==> config.mk <==
export PLATFORM = sky130hd
export DESIGN_NAME = step_clock_ctrl
export DESIGN_NICKNAME = d
export VERILOG_FILES = /design/src/rtl/step_clock_ctrl.sv
export SDC_FILE = /design/constraint.sdc
export NUM_CORES = 1
export LEC_CHECK = 0
export CAP_MARGIN = 20
export CORE_AREA = 2 2 86 88
export CTS_CLUSTER_SIZE = 8
export DETAILED_ROUTE_END_ITERATION = 16
export DIE_AREA = 0 0 88 90
export GPL_TIMING_DRIVEN = 0
export MAX_ROUTING_LAYER = met4
export PLACE_DENSITY = 0.83
export SKIP_LAST_GASP = 1
export SLEW_MARGIN = 20
export SYNTH_ARGS = -nofsm -noshare
export SYNTH_HDL_FRONTEND = slang
export SYNTH_SLANG_ARGS = --single-unit
export TNS_END_PERCENT = 1
==> constraint.sdc <==
create_clock -name clk -period 3.2 [get_ports clk]
set_input_delay 0.64 -clock clk [delete_from_list [all_inputs] [get_ports clk]]
set_output_delay 0.64 -clock clk [all_outputs]
set_load 0.02 [all_outputs]
==> src/rtl/step_clock_ctrl.sv <==
// rtl/step_clock_ctrl.sv - board execution controller producing the pipeline clock enable
//
// Purpose: turns the raw step button and run switch into one clean clock
// enable (pipe_en) for every pipeline register. Supports free-run, an N-cycle
// burst per button press, and halting on a core request.
//
// Ports:
//   clk          board system clock, rising-edge active
//   reset        asynchronous, active-low reset
//   key_step_n   raw step push button, active-low, bouncing, asynchronous
//   run_sw       raw slide switch, asynchronous; 1 = free-run
//   burst_len    enabled cycles per press (0 behaves as 1)
//   halt         synchronous halt request level from the core
//   pipe_en      clock enable for all pipeline registers
//   step_busy    high while a burst is in progress
//   cycle_count  number of cycles with pipe_en=1 (wraps)
//   state_o      current state code for LEDs
module step_clock_ctrl #(
  parameter int DEBOUNCE_CYCLES = 500000,
  parameter int CNT_W           = 20,
  parameter int BURST_W         = 8
) (
  input  logic               clk,
  input  logic               reset,
  input  logic               key_step_n,
  input  logic               run_sw,
  input  logic [BURST_W-1:0] burst_len,
  input  logic               halt,
  output logic               pipe_en,
  output logic               step_busy,
  output logic [31:0]        cycle_count,
  output logic [1:0]         state_o
);

  localparam logic [1:0] IDLE   = 2'b00;
  localparam logic [1:0] RUN    = 2'b01;
  localparam logic [1:0] BURST  = 2'b10;
  localparam logic [1:0] HALTED = 2'b11;

  localparam logic [CNT_W-1:0] DB_LAST = CNT_W'(DEBOUNCE_CYCLES - 1);

  logic               key_s1, key_s2;
  logic               run_s1, run_s2;
  logic               halt_q;
  logic [CNT_W-1:0]   db_cnt;
  logic               key_db;
  logic [1:0]         state;
  logic [BURST_W-1:0] remaining;

  logic db_accept;
  logic press;
  logic halt_evt;

  // Two-flop synchronisers; the key idles high (released), the switch low.
  always_ff @(posedge clk or negedge reset) begin
    if (!reset) begin
      key_s1 <= 1'b1;
      key_s2 <= 1'b1;
      run_s1 <= 1'b0;
      run_s2 <= 1'b0;
      halt_q <= 1'b0;
    end else begin
      key_s1 <= key_step_n;
      key_s2 <= key_s1;
      run_s1 <= run_sw;
      run_s2 <= run_s1;
      halt_q <= halt;
    end
  end

  // The debounced level only changes after the synchronised key has held a
  // different level for DEBOUNCE_CYCLES consecutive cycles. press fires in the
  // same cycle the new low level is accepted, so it is exactly one cycle wide.
  assign db_accept = (key_s2 != key_db) && (db_cnt == DB_LAST);
  assign press     = db_accept && !key_s2;
  assign halt_evt  = halt && !halt_q;

  always_ff @(posedge clk or negedge reset) begin
    if (!reset) begin
      db_cnt <= '0;
      key_db <= 1'b1;
    end else if (key_s2 != key_db) begin
      if (db_accept) begin
        key_db <= key_s2;
        db_cnt <= '0;
      end else begin
        db_cnt <= db_cnt + 1'b1;
      end
    end else begin
      db_cnt <= '0;
    end
  end

  always_ff @(posedge clk or negedge reset) begin
    if (!reset) begin
      state     <= IDLE;
      remaining <= '0;
    end else begin
      case (state)
        IDLE: begin
          if (halt_evt) begin
            state <= HALTED;
          end else if (run_s2) begin
            state <= RUN;                 // a simultaneous press is dropped
          end else if (press) begin
            state     <= BURST;
            remaining <= (burst_len == '0) ? BURST_W'(1) : burst_len;
          end
        end
        RUN: begin
          if (halt_evt)     state <= HALTED;
          else if (!run_s2) state <= IDLE;
        end
        BURST: begin
          if (halt_evt) begin
            state     <= HALTED;
            remaining <= '0;
          end else if (remaining == BURST_W'(1)) begin
            state     <= IDLE;
            remaining <= '0;
          end else begin
            remaining <= remaining - 1'b1;
          end
        end
        default: begin                    // HALTED: only a press leaves
          if (press) state <= IDLE;
        end
      endcase
    end
  end

  always_ff @(posedge clk or negedge reset) begin
    if (!reset)       cycle_count <= '0;
    else if (pipe_en) cycle_count <= cycle_count + 32'd1;
  end

  assign pipe_en   = (state == RUN) || (state == BURST);
  assign step_busy = (state == BURST);
  assign state_o   = state;

endmodule
==> impl_metrics.json <==
{
  "synth_top_area_cell": "dfrtp_1",
  "power_frac_seq": 0.437,
  "first_global_vias": 2617,
  "timing.final.crit_share": 0.769,
  "routed_wl_um": 6890,
  "die_y_um": 90,
  "pwr_density_cell_nw_per_um2": 592,
  "antenna-diode-count": 0,
  "ctsHoldBuffers": 0,
  "yosys.cell_types.count": 44,
  "rows": 31,
  "design.core.area_sq_um": 7020,
  "grt_usage": 0.198,
  "gr-usage-met2": 0.303,
  "netlist.area_leader.share": 0.482,
  "post_cts_resized": 0,
  "clock_latency_ns": 0.35,
  "fp.dieW_um": 88,
  "setup_violations": 0,
  "gp_congestion": 0.820,
  "p_int_mw": 1.59,
  "htreeDepth": 3,
  "finalNonFillerCells": 488,
  "layout_setup_ws_ns": 0.740,
  "synth.avg_cell_area_sq_um": 10.4,
  "p_sw_frac": 0.358,
  "route.detailed.drc": 0,
  "maxCapViolCount": 0,
  "antenna_found_initial": 0,
  "syn_nets": 345,
  "ys.flop_type": "dfrtp_1",
  "critPathMaxFanout": 9,
  "skew_ns": 0.00766,
  "totalNegativeSetupSlack_ns": 0,
  "overflow": 0,
  "yosysMostFrequentCell": "dfrtp_1",
  "io_buffers": 48,
  "post_cts_buffers": 0,
  "ys_warn_count": 0,
  "drtIter0Drc": 100,
  "detail-route-antenna-nets": 0,
  "layout-drive-gt1-share": 0.0977,
  "cp-end-kind": "flip-flop",
  "seqCellArea_sq_um": 1710,
  "crit_arrival_ns": 2.70,
  "place_ws_ns": 0.503,
  "hold_viol_final": 0,
  "slew_headroom": 0.530,
  "cts.sinks": 68,
  "netlist_top_cells_area": "dfrtp_1 (48%), xnor2_1 (9.1%), nor2_1 (4.2%)",
  "ff2ff_path_depth": 10,
  "clockBufferDepth": 2,
  "async_flop_share": 1.00,
  "dp_hpwl_um": 4860,
  "path_clk_slew_ns": 0.08,
  "cts-root-buf": "clkbuf_8",
  "synth-seq-cells": 68,
  "min_period_ns": 2.46,
  "netlist_instances": 324,
  "placed_cells": 472,
  "switchingPower_uw": 886,
  "comb_power_share": 0.307,
  "grt_max_degree": 39,
  "routedWlPerCell_um": 14.1,
  "synth_commonest_cells": "dfrtp_1 (65), nor2_1 (38), xnor2_1 (35)",
  "slew_violations": 0,
  "r2r_end": "cycle_count[28]",
  "met3_usage": 0.0413,
  "critPathLaunchType": "flip-flop",
  "layout.nets": 405,
  "holdCritPathClass": "input port to asynchronous set/reset pin",
  "grt.met1_usage": 0.253,
  "outcome": "complete, no violations",
  "tightest_slew_ns": 0.702,
  "die_area_sq_um": 7920,
  "grt-busiest-layer": "met2",
  "n_fill_cell": 606,
  "rrSetupSlack_ns": 0.74,
  "cts_tree": "done",
  "grt_pass1_wl_um": 12100,
  "clockPowerShare": 0.255,
  "syn2layout_area_growth_pct": 23.6,
  "critPathKind": "flip-flop to flip-flop",
  "num_vias": 2579,
  "p_leak_nw": 1.81,
  "syn-cell-area_sq_um": 3380,
  "fmax_mhz": 407,
  "cts_buffers": 9,
  "initial_core_util": 0.481,
  "synth_edf_count": 0,
  "rsz0062_at_grt": "false",
  "io_pins": 49,
  "viasPerCell": 5.28,
  "worstReg2RegStart": "state_o[1]",
  "vdd_ir_drop_max_uv": 284,
  "required_ns": 3.44,
  "seq_area_frac_synth": 0.505,
  "multiInputGateArea_sq_um": 1600,
  "firstDrtPassIters": 4
}
## logic make-up (layout without fill, tap and decap cells)
family,count (synthesis),after routing,share of synthesized area
and+or+nand+nor,141,141,0.230
DFF,68,68,0.505
xor gates and xnor gates,50,50,0.130
AOI/OAI and AO/OA,34,34,0.0641
buffers and inverters,16,81,0.0196
adders and majority gates,8,8,0.0297
muxes,7,7,0.0219
## layout make-up
type	instances	area share
Clock inverter	7	0.0126
Buffer	7	0.00779
Tap cell	99	0.0297
Timing Repair Buffer	49	0.119
Clock buffer	9	0.0297
Sequential cell	68	0.409
Multi-Input combinational cell	240	0.384
Inverter	9	0.00809
## cells in the final DEF, fill, tap and decap left out, drive strengths merged, types with 2 or more instances in the layout
cell	synthesis	layout
or4b	3	3
dfstp	3	3
nor2b	2	2
o21ai	11	11
nand2	21	21
dfrtp	65	65
mux2	3	3
mux2i	4	4
inv	9	10
nand2b	2	2
ha	8	8
nand3	18	18
a211o	2	2
nor3	14	14
xor2	15	15
nor2	38	38
a31oi	4	4
clkinv	0	5
clkbuf	2	11
xnor2	35	35
and4	11	11
nand4	13	13
a21oi	9	9
buf	5	7
and3	11	11
or3	2	2
a22oi	2	2
clkdlybuf4s50	0	47
o211ai	2	2
## layer usage
layer | share of wire | vias up
met2 | 0.47 | 66
met5 | 0 | -
li1 | - | 1266
met1 | 0.46 | 1236
met3 | 0.050 | 11
met4 | 0.018 | 0
## sequential cells by signal (all words and copies together) (netlist names)
| signal | flops |
|---|---|
| remaining | 8 |
| key_s2 | 1 |
| key_s1 | 1 |
| state_o | 2 |
| cycle_count | 32 |
| db_cnt | 20 |
| run_s1 | 1 |
| run_s2 | 1 |
| key_db | 1 |
| halt_q | 1 |
## worst max-delay path, stage by stage (launching register included)
cell,delay (ns)
dfrtp_1,0.42
inv_1,0.08
ha_1,0.29
buf_2,0.19
and4_1,0.27
and3_1,0.17
buf_2,0.20
and4_1,0.20
clkbuf_1,0.22
nand4_1,0.16
xnor2_1,0.15
## worst max path at each step
stage          slack [ns]       start              end  depth (start not counted)
2_1_floorplan        0.75  state_o[0]  cycle_count[28]                         10
3_3_place_gp        -0.79       reset  cycle_count[29]                          1
3_5_place_dp         0.50        halt     remaining[0]                          6
4_1_cts              0.73  state_o[0]  cycle_count[28]                         10
5_1_grt              0.51  state_o[0]  cycle_count[28]                         10
6_report             0.74  state_o[1]  cycle_count[28]                         10
## power groups by stage
stage	clock, mW	sequential, mW	combinational [mW]
final	0.632	1.08	0.760
after detailed placement	0	1.09	0.760
after CTS	0.646	1.08	0.765
after global placement	0	1.08	0.732
after global routing	0.690	1.10	0.849
after floorplan	0	1.13	0.440
## stage by stage
| stage | util | cell area, sq um | total power, mW | hold slack (ns) |
|---|---|---|---|---|
| 4_1_cts | 0.595 | 4170 | 2.49 | 0.223 |
| 3_5_place_dp | 0.569 | 4000 | 1.85 | 0.342 |
| 2_1_floorplan | - | 3380 | 1.57 | 0.331 |
| 5_1_grt | 0.595 | 4170 | 2.64 | 0.242 |
| 6_report | 0.595 | 4170 | 2.47 | 0.220 |
| 3_3_place_gp | 0.567 | 3980 | 1.82 | 0.341 |
Note: power is estimated with default switching activity, not from simulation.
